## config.mk

```make
export PLATFORM = sky130hd
export DESIGN_NAME = imm_encoder
export DESIGN_NICKNAME = d
export VERILOG_FILES = /design/src/rtl/imm_encoder.sv
export SDC_FILE = /design/constraint.sdc
export NUM_CORES = 1
export LEC_CHECK = 0
export BUFFER_PORTS_ARGS = -buffer_cell sky130_fd_sc_hd__buf_4
export CAP_MARGIN = 20
export CORE_AREA = 2 2 94 78
export CTS_CLUSTER_DIAMETER = 60
export CTS_CLUSTER_SIZE = 40
export DETAILED_ROUTE_END_ITERATION = 12
export DIE_AREA = 0 0 96 80
export GPL_ROUTABILITY_DRIVEN = 0
export HOLD_SLACK_MARGIN = 0.06
export MAX_ROUTING_LAYER = met4
export PLACE_DENSITY = 0.79
export SKIP_CTS_REPAIR_TIMING = 1
export SYNTH_ARGS = -nofsm -noshare
export SYNTH_HDL_FRONTEND = slang
export SYNTH_SLANG_ARGS = --single-unit
```

## constraint.sdc

```tcl
create_clock -name clk -period 2.4 [get_ports clk]
set_input_delay 0.12 -clock clk [delete_from_list [all_inputs] [get_ports clk]]
set_output_delay 0.12 -clock clk [all_outputs]
set_load 0.02 [all_outputs]
```

## src/rtl/imm_encoder.sv

```systemverilog
// imm_encoder: packs a signed immediate into instruction bits [31:7] in
// I/S/B/J layout and flags immediates that do not fit the selected format.
// The block is a two-stage valid/ready pipeline:
//   stage 1 registers the inputs and the range check;
//   stage 2 registers the packed instruction.
// Optional feature: define IMM_ENC_STATS_EN to build saturating
// delivered-beat and error-beat counters. When it is undefined,
// enc_count and err_count are tied to 0.
module imm_encoder #(
  parameter int CNT_W = 16
) (
  input  logic             clk,
  input  logic             reset,
  input  logic             in_valid,
  output logic             in_ready,
  input  logic [31:0]      imm,
  input  logic [1:0]       immsrc,
  input  logic [24:0]      base,
  output logic             out_valid,
  input  logic             out_ready,
  output logic [24:0]      instr,
  output logic             range_err,
  output logic [CNT_W-1:0] enc_count,
  output logic [CNT_W-1:0] err_count
);

  typedef enum logic [1:0] {FMT_I = 2'b00, FMT_S = 2'b01, FMT_B = 2'b10, FMT_J = 2'b11} fmt_e;

  // Valid bits: [0] is stage 1 (check), [1] is stage 2 (pack).
  logic [1:0]  vld_q, vld_d;

  // Stage-1 payload. Only imm[20:0] is kept, because the pack stage
  // never reads above bit 20. The range check already consumed the
  // upper bits.
  logic [20:0] s1_imm_q, s1_imm_d;
  logic [1:0]  s1_src_q, s1_src_d;
  logic [24:0] s1_base_q, s1_base_d;
  logic        s1_err_q, s1_err_d;

  // Stage-2 payload (drives the outputs directly).
  logic [24:0] s2_instr_q, s2_instr_d;
  logic        s2_err_q, s2_err_d;

  logic        rdy1, rdy2;

  // An immediate fits when the bits above the format's top bit are all
  // sign copies. B and J also need 2-byte alignment.
  function automatic logic imm_bad(input logic [31:0] v, input logic [1:0] src);
    logic bad;
    bad = 1'b0;
    case (fmt_e'(src))
      FMT_I, FMT_S: bad = !((&v[31:11]) || !(|v[31:11]));
      FMT_B:        bad = !((&v[31:12]) || !(|v[31:12])) || v[0];
      FMT_J:        bad = !((&v[31:20]) || !(|v[31:20])) || v[0];
      default:      bad = 1'b0;
    endcase
    return bad;
  endfunction

  // Scatter the immediate into bits [31:7]. Vector index = instr bit - 7.
  function automatic logic [24:0] pack(input logic [20:0] v, input logic [1:0] src,
                                       input logic [24:0] b);
    logic [24:0] p;
    p = b;
    case (fmt_e'(src))
      FMT_I: p[24:13] = v[11:0];
      FMT_S: begin
        p[24:18] = v[11:5];
        p[4:0]   = v[4:0];
      end
      FMT_B: begin
        p[24]    = v[12];
        p[23:18] = v[10:5];
        p[4:1]   = v[4:1];
        p[0]     = v[11];
      end
      FMT_J: begin
        p[24]    = v[20];
        p[23:14] = v[10:1];
        p[13]    = v[11];
        p[12:5]  = v[19:12];
      end
      default: p = b;
    endcase
    return p;
  endfunction

  // Ready chain: a stage loads when it is empty or its beat leaves this cycle.
  always_comb begin
    rdy2     = !vld_q[1] || out_ready;
    rdy1     = !vld_q[0] || rdy2;
    in_ready = rdy1;
  end

  // Next-state for both stages. Payloads only move with a real beat, so
  // a stalled output holds its values.
  always_comb begin
    vld_d      = vld_q;
    s1_imm_d   = s1_imm_q;
    s1_src_d   = s1_src_q;
    s1_base_d  = s1_base_q;
    s1_err_d   = s1_err_q;
    s2_instr_d = s2_instr_q;
    s2_err_d   = s2_err_q;
    if (rdy1) begin
      vld_d[0] = in_valid;
      if (in_valid) begin
        s1_imm_d  = imm[20:0];
        s1_src_d  = immsrc;
        s1_base_d = base;
        s1_err_d  = imm_bad(imm, immsrc);
      end
    end
    if (rdy2) begin
      vld_d[1] = vld_q[0];
      if (vld_q[0]) begin
        s2_instr_d = pack(s1_imm_q, s1_src_q, s1_base_q);
        s2_err_d   = s1_err_q;
      end
    end
  end

  // Pipeline state register. Reset drops every in-flight beat.
  always_ff @(posedge clk or posedge reset) begin
    if (reset) begin
      vld_q      <= '0;
      s1_imm_q   <= '0;
      s1_src_q   <= '0;
      s1_base_q  <= '0;
      s1_err_q   <= 1'b0;
      s2_instr_q <= '0;
      s2_err_q   <= 1'b0;
    end else begin
      vld_q      <= vld_d;
      s1_imm_q   <= s1_imm_d;
      s1_src_q   <= s1_src_d;
      s1_base_q  <= s1_base_d;
      s1_err_q   <= s1_err_d;
      s2_instr_q <= s2_instr_d;
      s2_err_q   <= s2_err_d;
    end
  end

  assign out_valid = vld_q[1];
  assign instr     = s2_instr_q;
  assign range_err = s2_err_q;

`ifdef IMM_ENC_STATS_EN
  logic [CNT_W-1:0] enc_cnt_q, enc_cnt_d, err_cnt_q, err_cnt_d;
  logic             out_hs;

  // Saturating counters that advance on each delivered beat.
  always_comb begin
    out_hs    = vld_q[1] && out_ready;
    enc_cnt_d = enc_cnt_q;
    err_cnt_d = err_cnt_q;
    if (out_hs && !(&enc_cnt_q))             enc_cnt_d = enc_cnt_q + 1'b1;
    if (out_hs && s2_err_q && !(&err_cnt_q)) err_cnt_d = err_cnt_q + 1'b1;
  end

  // Counter registers.
  always_ff @(posedge clk or posedge reset) begin
    if (reset) begin
      enc_cnt_q <= '0;
      err_cnt_q <= '0;
    end else begin
      enc_cnt_q <= enc_cnt_d;
      err_cnt_q <= err_cnt_d;
    end
  end

  assign enc_count = enc_cnt_q;
  assign err_count = err_cnt_q;
`else
  assign enc_count = '0;
  assign err_count = '0;
`endif

endmodule
```

* Word level (Yosys, flattened, before mapping) *
Cells that the tools add are included.

word-level totals
  flip-flop bits (word level) = 70
  input port bits = 63
  output and inout bits = 60
  word-level logic and storage cells = 46

operators by class
  equality and inequality tests = 6
  mux-type cells = 5
  reductions and logical operators = 27

operators with widths
  kind                                                  number
  one-hot mux 7 bit (3 select lines)                    1
  AND reduction 21 bit                                  1
  OR reduction 21 bit                                   1
  one-hot mux 5 bit (2 select lines)                    2
  AND reduction 20 bit                                  1
  OR reduction 20 bit                                   1
  AND reduction 12 bit                                  1
  OR reduction 12 bit                                   1
  equality test 2 bit (second input constant)           4
  zero test 1 bit                                       8
  two-way mux 8 bit                                     1
  logical OR 1 bit                                      7
  equality test 2 x 1 -> 1 bit (second input constant)  2
  zero test 2 bit                                       2
  AND reduction 2 bit                                   2
  OR reduction 2 bit                                    2
  one-hot mux 1 bit (3 select lines)                    1

* Logic depth before layout (Yosys ltp) *
Gate-level depths: netlist of run 1.

  depth in word-level cells = 6
  gate-level depth with buffers = 6

* Least setup slack after synthesis of run 1 *
OpenSTA, ideal clock, no wires.

  path type = reg-to-reg
  start = register vld_q[1]
  end = register s1_base_q[15]
  library setup time = 0.125 ns
  arrival = 1.494 ns
  slack = 0.781 ns
  cell stages (with the launch flop) = 5
  path buffers = 1
  clock period less this slack = 1.619 ns
  cells stage by stage = dfrtp_1 > nand3b_1 > nand2_2 > buf_4 > mux2_2

between the ends
  word-level cells in the longest chain between the ends = 4

RTL lines
  item                           line  source
  from (decl)                    30    logic [1:0] vld_q, vld_d;
  from (signal assigned)         134   vld_q <= vld_d;
  zero test 1 bit                90    rdy2 = !vld_q[1] || out_ready;
  logical OR 1 bit               90
  logical OR 1 bit               91    rdy1 = !vld_q[0] || rdy2;
  net in_ready                   15    output logic in_ready,
  AND reduction 2 bit (no line)  --
  to (signal assigned)           137   s1_base_q <= s1_base_d;
  to (decl)                      37    logic [24:0] s1_base_q, s1_base_d;

The timed path passes the listed nets, and every way through them passes these cells.
A chain may end at the register's enable or synchronous reset.

* Worst setup path in the final report of run 1 *
  start = register s1_src_q[0]
  end = register s2_instr_q[16] (netlist: instr[16])

between the ends
  word-level cells in the longest chain between the ends = 2
  elaborated cells between the ends (all ways) = 3
  classes of those cells = eq/ne (1); mux (1); reduce/logical (1)

RTL lines
  item                                                    line  source
  from (decl)                                             36    logic [1:0] s1_src_q, s1_src_d;
  from (signal assigned)                                  136   s1_src_q <= s1_src_d;
  equality test 2 bit or zero test 2 bit (tied branches)  65    case (fmt_e'(src))
  one-hot mux 5 bit (2 select lines) (*)                  65
  to (signal assigned)                                    139   s2_instr_q <= s2_instr_d;
  to (decl)                                               41    logic [24:0] s2_instr_q, s2_instr_d;

Every way passes the cells marked *; elsewhere a longest branch is shown, timed or not.

==> results of run 1 <==
[cell usage in the layout (no fill, tap or decap), types with 4 or more instances in the layout]
cell type                       Yosys  final
sky130_fd_sc_hd__a21oi_1            8      8
sky130_fd_sc_hd__a22oi_1            6      6
sky130_fd_sc_hd__buf_4             36     83
sky130_fd_sc_hd__clkbuf_8           0     10
sky130_fd_sc_hd__conb_1             1     32
sky130_fd_sc_hd__dfrtp_1           70     70
sky130_fd_sc_hd__dlygate4sd3_1      0     41
sky130_fd_sc_hd__ha_1               4      4
sky130_fd_sc_hd__inv_1              5      4
sky130_fd_sc_hd__mux2_2            43     43
sky130_fd_sc_hd__mux2i_1            8      8
sky130_fd_sc_hd__nand2_1           24     24
sky130_fd_sc_hd__nor2_1             4      4
sky130_fd_sc_hd__nor2b_1            4      4
sky130_fd_sc_hd__o21ai_0           23     23
[report_power, final]
part / internal, uW / total, uW / switching (uW)
logic: 463 / 961 / 499
clock network: 396 / 827 / 430
registers: 1400 / 1530 / 129
total: 2260 / 3320 / 1060
[registers in the layout, summed over array words and instances (netlist names)]
register,flops
s1_imm_q,21
vld_q,2
range_err,1
s1_src_q,2
s1_base_q,18
instr,25
s1_err_q,1
[cell type report]
class / instances / area [um2]
well taps: 87 / 109
flip-flops and latches: 70 / 1750
fillers: 511 / 2310
clock inverters: 6 / 37.5
multi-input cells: 184 / 1280
clock buffers: 10 / 138
inverters: 5 / 18.8
repair buffers: 126 / 1070
[path summary, 6_finish.rpt]
kind | slack (ns) | to | from
setup / recovery | 0.63 | instr[16] | s1_src_q[0]
hold / removal | 0.08 | s1_src_q[1] | immsrc[1]
setup reg to reg | 0.63 | instr[16] | s1_src_q[0]
hold reg to reg | 0.48 | instr[3] | instr[3]
max in group asynchronous | 1.32 | instr[12] | reset
min in group asynchronous | 0.44 | instr[18] | reset
[metrics by stage]
| stage | cells | power, uW |
|---|---|---|
| floorplan | 301 | 2120 |
| global placement | 431 | 2430 |
| detailed placement | 431 | 2460 |
| CTS | 447 | 3300 |
| global route | 488 | 3520 |
| finish | 488 | 3320 |
[kinds of logic (layout without fill, tap and decap cells)]
family | count (synthesis) | after routing | share of synthesized area [%]
buffers and inverters | 47 | 147 | 9.75
adder cells (fa/ha/maj) | 4 | 4 | 1.55
AND/OR/NAND/NOR | 53 | 53 | 8.78
multiplexers | 54 | 54 | 18.5
other | 1 | 32 | 0.116
AO/OA/AOI/OAI | 41 | 41 | 7.16
flip-flops | 70 | 70 | 54.2
[per-layer routing]
metal | global-route usage, % | up-vias | wire length [um]
met5 | - | - | 0
met2 | 27.4 | 73 | 3430
met4 | 4.29 | 0 | 51
met1 | 21.7 | 1133 | 2840
li1 | - | 1127 | -
met3 | 7.27 | 6 | 450
[critical path: stages (launching register included)]
cell	delay [ns]
sky130_fd_sc_hd__dfrtp_1	0.40
sky130_fd_sc_hd__ha_1	0.60
sky130_fd_sc_hd__nor2_1	0.09
sky130_fd_sc_hd__nor2_1	0.27
sky130_fd_sc_hd__a22oi_1	0.13
sky130_fd_sc_hd__o21ai_0	0.18
==> results, run 1 <==
- Of the synthesized area, sequential elements account for 54.2%.
- The proportion of synthesized flip-flops having asynchronous set or reset is 100%.
- The total track usage is 17.7%.
- The largest voltage drop on the vdd net is 557 uV.
- The number of synthesized flops with an enable pin is 0.
- The worst hold-check path type is primary input to flip-flop.
- Adding up every negative setup slack in the final design gives 0 ns.
- For this configuration, the core starts out at a cell density of 48.1%.
- The top cell type by area accounts for 54.2% of the synthesized area.
- The total vias in the final route is 2,339.
- The worst setup path is captured at a flip-flop.
- The number of port buffers is 83.
- The wire length after detailed routing is 6770 um.
- The first detailed-routing pass ran for 5 iterations.
- The clock net in this run drives a total of 70 sinks.
- Dividing total power by cell area gives a power density of 753 mW/mm2.
- The kind of start point of the critical path is a flip-flop.
- TritonCTS built the clock tree.
- The residual DRC count is 0.
- Of all nets on the critical path, the largest fanout is 12.
- The number of storage elements in the synthesis netlist is 70.
- The headroom to the max-slew limit is 47.6%.
- For this run, the top clock speed supported by timing is 0.566 GHz.
- The category of the critical setup timing path is flip-flop to flip-flop.
- The die covers 0.00768 mm2.
- The most common flop cell mapped by yosys is sky130_fd_sc_hd__dfrtp_1.
- In this run the standard cell core region covers 0.00672 mm2.
- The average instance area after synthesis is 12.0 um2.
- The number of pins with negative max-slew slack in the final report is 0.
- The number of antenna violations at the first check in global routing came to 0.
- Sorting the synthesized cells by area gives the leading types as sky130_fd_sc_hd__dfrtp_1 (54%), sky130_fd_sc_hd__mux2_2 (15%), sky130_fd_sc_hd__buf_4 (8.4%).
- The height of the die is 80 um.
- The final hold violation count came to 0.
- The synthesized instance count is 270.
- In the final layout, the share of cells above drive strength 1 is 37.4%.
- Among all cell types in the netlist, the one instantiated most often is sky130_fd_sc_hd__dfrtp_1.
- In the final routed layout, each cell accounts on average for 13.9 um.
- The mapped netlist covers 0.00323 mm2.
- The initial detailed-routing violation count is 26.
- Clock-pin slew was measured on the worst setup and hold paths at 0.07 ns.
- Clock skew on the completed layout was measured at 0.00627 ns.
- The path depth of the worst reg2reg path is 5.
- The final critical-path required period is 1.77 ns.
- The clock insertion delay at the later pin of the skew report is 0.34 ns.
- The final instance area is 0.00441 mm2.
- Summed over all instances, the cell type with the most area after synthesis is sky130_fd_sc_hd__dfrtp_1.
- Counting the buffers created by CTS gives 9.
- Global routing finished with a remaining overflow of 0.
- The pin count of the biggest net entering global routing is 46.
- The number of distinct library cells after synthesis is 31.
- At the worst endpoint, the arrival time is 2.02 ns.
- The clock passes through at most 2 buffers.
- The antenna diode count is 0.
- Using the TritonRoute via totals, the vias-per-cell ratio works out to 4.79.
- The first global-routing pass estimated 10,100 um of wire.
- Cells fill 65.6% of the core in the end.
- The analysis attributes to cell leakage a power of 0.00203 uW.
- The slew of the pin with the lowest slew margin is 0.783 ns.
- Once routing completed, OpenROAD measured the worst setup slack at 0.635 ns.
- The total placed instance area is 0.00383 mm2.
- The floorplan has 27 rows.
- For this run, the number of Yosys warnings is 0.
- Clock tree synthesis selected as its root buffer the cell sky130_fd_sc_hd__clkbuf_8.
- The worst hold path cell count is 3.
- The final count of negative-setup-slack endpoints is 0.
- Max-cap violations in this run came to 0.
- For the worst setup path, the data required time is 2.65 ns.
- The H-tree depth is 3.
- Timing analysis after detailed placement gives a worst setup slack of 0.641 ns.
- 123 I/O pins were placed.
- Setup repair after global routing left no endpoint under its margin.
- After the last flow step, the layout net total stands at 463.
- The post-route antenna net violation count is 0.
- The flow ran to the end, and the final reports show no timing, DRC or antenna violations.
- The commonest cells after synthesis are sky130_fd_sc_hd__dfrtp_1 (70), sky130_fd_sc_hd__mux2_2 (43), sky130_fd_sc_hd__buf_4 (36).
- The half-perimeter wire length after placement is 4510 um.
- The die is 96 um wide.
- The worst hold slack is 0.0813 ns.
- The via count of the first global-routing pass was 2,225.
- The layout-stage area growth over the synthesis result is 36.4%.
- Of the available clock period, the critical path in the final layout requires 73.6%.
Note: power is estimated with default switching activity, not from simulation.
==> inputs of run 2 (changes only) <==
CORE_AREA = 2 2 99 82   (was 2 2 94 78)
DIE_AREA = 0 0 101 84   (was 0 0 96 80)
PLACE_DENSITY = 0.75   (was 0.79)
clock period = 1.62 ns   (was 2.4 ns; I/O delays follow)
==> run 2 against run 1 <==
  * Power increased by 61%
  * Combinational power grew 52%
  * Via count grew 1.9%
  * Sequential power up 48%
  * Sequential share of layout area fell by 1.2 points
  * Worst hold slack worse by 0.035 ns
  * Wire length grew 2.7%
  * Highest routed layer unchanged
  * Cell count rose by 2.9%
  * Largest power group unchanged
  * Die area up 10%
==> results, run 2 (synthesis results as in run 1) <==
- The number of port buffers is 83.
- The antenna diode count is 0.
- The total overflow left after global routing is 0.
- The top cell types in the final layout, fill and taps aside, are sky130_fd_sc_hd__buf_4 (89), sky130_fd_sc_hd__dfrtp_1 (70), sky130_fd_sc_hd__mux2_2 (43), sky130_fd_sc_hd__dlygate4sd3_1 (43), sky130_fd_sc_hd__conb_1 (32).
- Among all stages on the critical path, the largest delay is contributed by sky130_fd_sc_hd__dlygate4sd3_1.
- The cell family contributing the most delay on the critical path is buffers and inverters.
- The max-capacitance violation count is 0.
- The first routing iteration left 107 violations.
- The flow ran to the end, and the final reports show no timing, DRC or antenna violations.
- Summed over all cells, the static leakage comes to 0.00210 uW.
- The floorplan step defined a core boundary enclosing 0.00762 mm2.
- The clock drives 70 sinks.
- The initial cell density of the core is 42.4%.
- For this run, the detailed router's first-pass iteration total came to 4.
- Based on the critical path, the design can be clocked at up to 0.672 GHz.
- Across the routed clock network, the largest skew measured is 0.0121 ns.
- The half-perimeter wire length after placement is 4490 um.
- Entering global routing, the biggest net connects 71 pins.
- The largest voltage drop on the vdd net is 784 uV.
- The kind of start point of the critical path is a primary input.
- The via count of the first global-routing pass is 2,178.
- The number of top-level pins is 123.
- The final hold violation count is 0.
- TritonCTS built the clock tree.
- Setup slack on the critical path of the routed design comes to 0.132 ns.
- Dividing the detail-routed via count by the number of cells gives 4.75.
- The total track usage is 15.8%.
- Dividing the detail-routed wire length by the instance count gives 13.9 um.
- The fraction of power spent switching nets is 30.0%.
- Timing analysis after detailed placement gives a worst setup slack of 0.130 ns.
- The internal portion of the total power is 3750 uW.
- Counting both buffers and inverters, the worst setup path holds a total of 3.
- Traced cell by cell, the critical path runs through dlygate4sd3_1 > buf_4 > nand3b_1 > nand2_2 > buf_12 > mux2_2.
- Counting the buffers created by CTS gives 9.
- In this run the horizontal extent of the chip is 101 um.
- In this run the worst path has a maximum fanout of 45.
- The net count of the finished layout is 471.
- Global routing consumed, on the met1 layer, 19.0% of the routing resources.
- The layout-stage area growth over the synthesis result is 40.6%.
- The root buffer cell is sky130_fd_sc_hd__clkbuf_8.
- The die is 84 um tall.
- After filler insertion, the fill cell instance count of the layout stands at 608.
- At the worst endpoint, the required time is 1.85 ns.
- In the routed design, unresolved DRC markers number 0.
- The part of the total power dissipated in the clock network is 30.3%.
- The final critical-path required period is 1.49 ns.
- The number of flip-flops under the largest register name is 25.
- Setup violations remaining at the end of the flow were counted as 0.
- The worst setup path is of the primary input to flip-flop kind.
- The worst hold-check path type is primary input to flip-flop.
- The worst setup path is captured at a flip-flop.
- The number of antenna violations at the first check in global routing was 0.
- The H-tree depth is 3.
- Leaving out fill and tap cells, the most frequent cell in the layout is sky130_fd_sc_hd__buf_4.
- For this run, the slowest stage of the critical path takes 0.54 ns.
- The final setup TNS is 0 ns.
- Setup repair after global routing left no endpoint under its margin.
- After global routing, the most crowded layer is met2.
- The portion of the clock cycle consumed by the worst path in the final layout is 91.8%.
- Data on the critical path arrives at its endpoint at 1.72 ns.
- The clock transition time at the flip-flop clock pins of the worst setup and hold paths is 0.07 ns.
- No sink is reached through more buffers than the 2 on the longest clock path.
- The die covers 0.00848 mm2.
- The proportion of layout cells with a drive suffix above 1 is 38.4%.
- The number of pins with negative max-slew slack in the final report is 0.
- The wire length after detailed routing is 6950 um.
- The detail route stage leaves a number of antenna-violating nets equal to 0.
- The logic gate share of total power is 27.2%.
- For met3 alone, demand over resource in global routing was 6.45%.
- The number of core rows is 29.
- The clock reaches the later pin of the worst-skew pair after 0.35 ns.
- Per report_power, the sequential group accounts for 42.5% of the total.
- In this run the power spent charging and discharging nets is 1610 uW.
- The total vias in the final route is 2,383.
- The met2 layer usage reported by global route is 24.6%.
- The first global-routing pass estimated 10,100 um of wire.
- Dividing total power by cell area gives a power density of 1180 mW/mm2.
==> run 2: changes by cell type in the layout (fill, tap and decap cells not counted) <==
cell                            previous run  this run
sky130_fd_sc_hd__clkinv_2                  3         1
sky130_fd_sc_hd__buf_4                    83        89
sky130_fd_sc_hd__clkinv_4                  0         1
sky130_fd_sc_hd__bufinv_16                 0         2
sky130_fd_sc_hd__dlygate4sd3_1            41        43
sky130_fd_sc_hd__nor2_1                    4         3
sky130_fd_sc_hd__inv_2                     1         0
sky130_fd_sc_hd__clkbuf_8                 10        11
sky130_fd_sc_hd__nor2_2                    0         1
sky130_fd_sc_hd__clkinvlp_4                3         2
==> run 2: power groups by stage <==
stage	Clock [uW]	Sequential, uW	Combinational (uW)
6_report	1620	2270	1460
2_1_floorplan	0	2490	659
3_5_place_dp	0	2300	1380
4_1_cts	1660	2270	1380
5_1_grt	1730	2310	1580
3_3_place_gp	0	2290	1350
==> run 2: stage by stage <==
| stage | instance area [um2] | total power (uW) | util, % | std cells | hold WS [ns] |
|---|---|---|---|---|---|
| floorplan | 3350 | 3140 | - | 301 | 0.189 |
| global placement | 3880 | 3640 | 51.0 | 443 | 0.207 |
| detailed placement | 3880 | 3680 | 51.0 | 443 | 0.214 |
| CTS | 4120 | 5320 | 54.0 | 459 | -0.163 |
| global route | 4550 | 5630 | 59.7 | 502 | 0.0845 |
| finish | 4550 | 5360 | 59.7 | 502 | 0.0463 |
==> run 2: worst min-delay path, cell delays in order <==
cell                      delay, ns
sky130_fd_sc_hd__buf_4         0.08
sky130_fd_sc_hd__inv_1         0.05
sky130_fd_sc_hd__o21ai_0       0.14
==> run 2: layout make-up <==
class / instances / area (um2) / share of cell area (%)
Clock buffer: 11 / 151 / 3.33
Multi-Input combinational cell: 184 / 1290 / 28.3
Sequential cell: 70 / 1750 / 38.5
Clock inverter: 5 / 81.3 / 1.79
Timing Repair Buffer: 134 / 1140 / 25.0
Inverter: 5 / 22.5 / 0.495
Tap cell: 93 / 116 / 2.56
==> run 2: routing by layer <==
layer / share of wire (%) / up-vias / routed length [um]
met1: 43 / 1148 / 3020
li1: - / 1145 / -
met5: 0 / - / 0
met3: 5.2 / 10 / 362
met4: 1.2 / 0 / 85
met2: 50 / 80 / 3490
==> run 2: final timing paths <==
path	from	endpoint	slack, ns	depth (start not counted)
setup / recovery	out_ready	s1_base_q[9]	0.13	6
hold / removal	immsrc[1]	s1_src_q[1]	0.05	3
setup reg to reg	s1_src_q[0]	instr[15]	0.19	5
hold reg to reg	instr[24]	instr[24]	0.48	2
max in group asynchronous	reset	vld_q[0]	0.93	4
min in group asynchronous	reset	s1_base_q[16]	0.38	4
==> inputs of run 3 (changes only) <==
ABC_AREA = 1   (was not set)
BUFFER_PORTS_ARGS = not set   (was -buffer_cell sky130_fd_sc_hd__buf_4)
CORE_AREA = 2 2 92 76   (was 2 2 99 82)
DIE_AREA = 0 0 94 78   (was 0 0 101 84)
DONT_BUFFER_PORTS = 1   (was not set)
PLACE_DENSITY = 0.73   (was 0.75)
==> run 3 against run 2 <==
  * Critical path depth unchanged
  * Largest cell class unchanged
  * Clock power increased by 6%
  * Register-to-register slack got worse by 0.02 ns
  * Clock skew decreased by 0.0057 ns
  * Maximum frequency increased by 2.9%
  * Final area decreased by 6.8%
  * Global-route usage increased by 4.6 points
  * Worst setup slack improved by 0.042 ns
  * Sequential power increased by 23%
  * Die area decreased by 14%
  * First-iteration DRC count decreased by 41%
  * Sequential cell count unchanged
==> results, run 3 <==
- The final hold violation count is 0.
- CTS saw 70 sinks.
- The average instance area after synthesis is 10.1 um2.
- The total track usage is 20.4%.
- The post-route antenna net violation count is 0.
- For the final database, setup skew stands at 0.00644 ns.
- The max-capacitance violation count is 0.
- Yosys instantiated no cell more often than sky130_fd_sc_hd__nand2_1.
- The run finished with clean final reports.
- The highest achievable clock rate is 0.692 GHz.
- Counting flops with an async set or reset pin after synthesis yields a share of 100%.
- The worst hold path begins at imm[15].
- The initialized floorplan defines 26 standard-cell rows.
- Global routing consumed, on the met1 layer, 25.2% of the routing resources.
- The top cell type by area accounts for 49.6% of the synthesized area.
- The clock tree from TritonCTS is yes.
- Dividing the detail-routed via count by the number of cells gives 4.91.
- The path depth of the worst reg2reg path is 6.
- After the flow finishes, the layout carries non-filler instances totaling 496.
- The synthesized netlist contains 27 unique library cells.
- The synthesized design spends more area on one cell type than any other, namely sky130_fd_sc_hd__dfrtp_1.
- Input and output buffers added on the ports amount to 0.
- Summed over all layers, the routed wires come to 7290 um.
- The area of the mapped netlist is 0.00353 mm2.
- In this run the cell area measured after placement is 0.00355 mm2.
- The number of pins with negative max-slew slack in the final report is 0.
- The height of the die is 78 um.
- The total global routing overflow is 0.
- The maximum fanout along the worst path is 7.
- The maximum clock insertion buffer count is 2.
- After synthesis the netlist holds a flip-flop and latch count of 70.
- Clock tree synthesis inserted a total of 9 buffers.
- The met2 layer usage reported by global route is 31.0%.
- Measured on the finished design, the core utilization comes to 66.8%.
- The number of flip-flops under the largest register name is 25.
- The switching power summed over all nets is 1870 uW.
- In the finished design, the share of the clock period the worst path needs comes to 89.3%.
- Setup slack closes at 0.174 ns.
- The worst register-to-register path ends at instr[16].
- Once placement completed, the tool counted placed cells totaling 437.
- The clock transition time at the flip-flop clock pins of the worst setup and hold paths is 0.07 ns.
- After global routing, the most crowded layer is met2.
- The worst setup path is launched from a flip-flop.
- 0 antenna diodes ended up in the layout.
- Dividing total power by cell area gives a power density of 1340 mW/mm2.
- Global routing consumed, on the met3 layer, 8.74% of the routing resources.
- The initial cell density of the core is 55.7%.
- The final setup TNS is 0 ns.
- For the finished layout, the period the worst path requires is 1.45 ns.
- The number of warnings reported in the yosys synthesis log is 0.
- The worst setup path is of the flip-flop to flip-flop kind.
- The detailed-route wire length per cell is 14.7 um.
- The area growth from synthesis to layout is 19.9%.
- Leaving out fill and tap cells, the most frequent cells in the layout are sky130_fd_sc_hd__nand2_1 (87), sky130_fd_sc_hd__dfrtp_1 (70), sky130_fd_sc_hd__dlygate4sd3_1 (44).
- The synthesized instance count is 350.
- The capture endpoint of the worst hold path is s1_err_q.
- Prior to clock tree synthesis, the placed netlist has a worst setup slack of 0.172 ns.
- By area the synthesized netlist is led by sky130_fd_sc_hd__dfrtp_1 (50%), sky130_fd_sc_hd__mux2_4 (15%), sky130_fd_sc_hd__nand2_1 (9.2%).
- After the first detailed-routing iteration, the DRC count stood at 63.
- The number of antenna violations at the first check in global routing was 0.
- The half-perimeter wire length after placement is 4910 um.
- VDD sags by at most 492 uV.
- The proportion of layout cells with a drive suffix above 1 is 17.2%.
- In this run the critical register-to-register path is launched from s1_src_q[1].
- In the routed design, unresolved DRC markers number 0.
- Internal power comes to 3800 uW.
- At the later pin of the worst-skew pair, clock insertion delay measures 0.34 ns.
- The worst register-to-register path has a setup slack of 0.17 ns.
- The logic gate share of total power is 20.8%.
- After synthesis, the most frequently instantiated cells are sky130_fd_sc_hd__nand2_1 (87), sky130_fd_sc_hd__dfrtp_1 (70), sky130_fd_sc_hd__nor2_1 (39).
- Sequential cells burn 49.1% of the power.
- The final instance area is 0.00424 mm2.
- Yosys mapped a number of flops with a built-in enable equal to 0.
- For this design the top-level I/O count stands at 123.
- The root buffer cell is sky130_fd_sc_hd__clkbuf_8.
- The via count of the first global-routing pass came to 2,263.
- The sequential area share after synthesis is 49.6%.
- The core area is 0.00634 mm2.
- Data on the critical path is required at its endpoint by 1.85 ns.
- For this design the static power due to leakage is 0.00206 uW.
- The leading cell type in the layout, fill and taps excluded is sky130_fd_sc_hd__nand2_1.
- The path class of the tightest hold or removal check is primary input to flip-flop.
- The most common flop cell mapped by yosys is sky130_fd_sc_hd__dfrtp_1.
- The first-pass detailed-route iteration total is 4.
- Setup repair after global routing left no endpoint under its margin.
- The H-tree depth is 3.
- The chip width is 94 um.
- STA classifies the critical path endpoint as a flip-flop.
- The die covers 0.00733 mm2.
- After the last flow step, the layout net total stands at 475.
- The fraction of power spent switching nets is 33.0%.
- STA puts the critical path data arrival time at 1.67 ns.
- The final route contains 2,434 vias.
- Setup violations remaining at the end of the flow were counted as 0.
- In this run, the clock network consumes 30.1% of the power.
- The first global-routing pass estimated 11,100 um of wire.
- The worst hold path cell count is 8.
- The pin count of the biggest net entering global routing is 38.
[run 3: cell count changes after synthesis, sizes merged, moves of 8 or more]
cell / previous run / this run
nor2: 4 / 39
nand2: 26 / 89
mux2i: 8 / 0
a31oi: 0 / 8
mux2: 46 / 35
inv: 5 / 15
[run 3: layer usage]
| layer | share of wire [%] | up-vias |
|---|---|---|
| li1 | - | 1187 |
| met1 | 44 | 1152 |
| met2 | 48 | 89 |
| met3 | 7.2 | 6 |
| met4 | 0.69 | 0 |
| met5 | 0 | - |
[run 3: worst max-delay path by stage]
stage / from / to / slack, ns / depth (start not counted)
after global placement: s1_src_q[0] / instr[1] / 0.21 / 6
after floorplan: vld_q[1] / s1_base_q[0] / 0.18 / 4
after CTS: s1_src_q[1] / instr[16] / 0.16 / 6
after detailed placement: s1_src_q[0] / instr[16] / 0.17 / 6
after global routing: s1_src_q[1] / instr[0] / 0.06 / 5
final: s1_src_q[1] / instr[16] / 0.17 / 6
[run 3: power groups by stage]
stage | clock network [uW] | logic, uW | registers [uW]
final | 1710 | 1180 | 2790
after global routing | 1840 | 1320 | 2840
after CTS | 1750 | 1100 | 2790
after detailed placement | 0 | 1090 | 2820
after global placement | 0 | 1060 | 2800
after floorplan | 0 | 944 | 2720
[run 3: cell type report]
class                   count  area [um2]
clock buffers              10         138
clock inverters             5         106
fillers                   510        2100
inverters                  17        67.6
multi-input cells         251        1480
flip-flops and latches     70        1750
well taps                  84         105
repair buffers             59         591
[run 3: critical path, stage by stage, from the launching register on]
cell and delay [ns]:
sky130_fd_sc_hd__dfrtp_1 0.39, sky130_fd_sc_hd__inv_1 0.08, sky130_fd_sc_hd__ha_1 0.30, sky130_fd_sc_hd__clkinv_1 0.13, sky130_fd_sc_hd__buf_4 0.19, sky130_fd_sc_hd__o21ai_0 0.15, sky130_fd_sc_hd__o21ai_0 0.09
[run 3: kinds of logic (layout without fill, tap and decap cells)]
family                   Yosys count  after routing  synth area share (%)
flip-flops                        70             70                  49.6
adder cells (fa/ha/maj)            4              4                  1.42
multiplexers                      35             35                  14.9
other                              1             32                 0.106
buffers and inverters             60             91                  11.9
AO/OA/AOI/OAI                     46             46                  7.04
AND/OR/NAND/NOR                  134            134                  15.2
[run 3: stage by stage]
step / hold slack, ns / total power (uW)
CTS: -0.278 / 5630
global placement: 0.0951 / 3860
detailed placement: 0.102 / 3910
global route: 0.211 / 6000
finish: 0.164 / 5670
floorplan: 0.230 / 3660
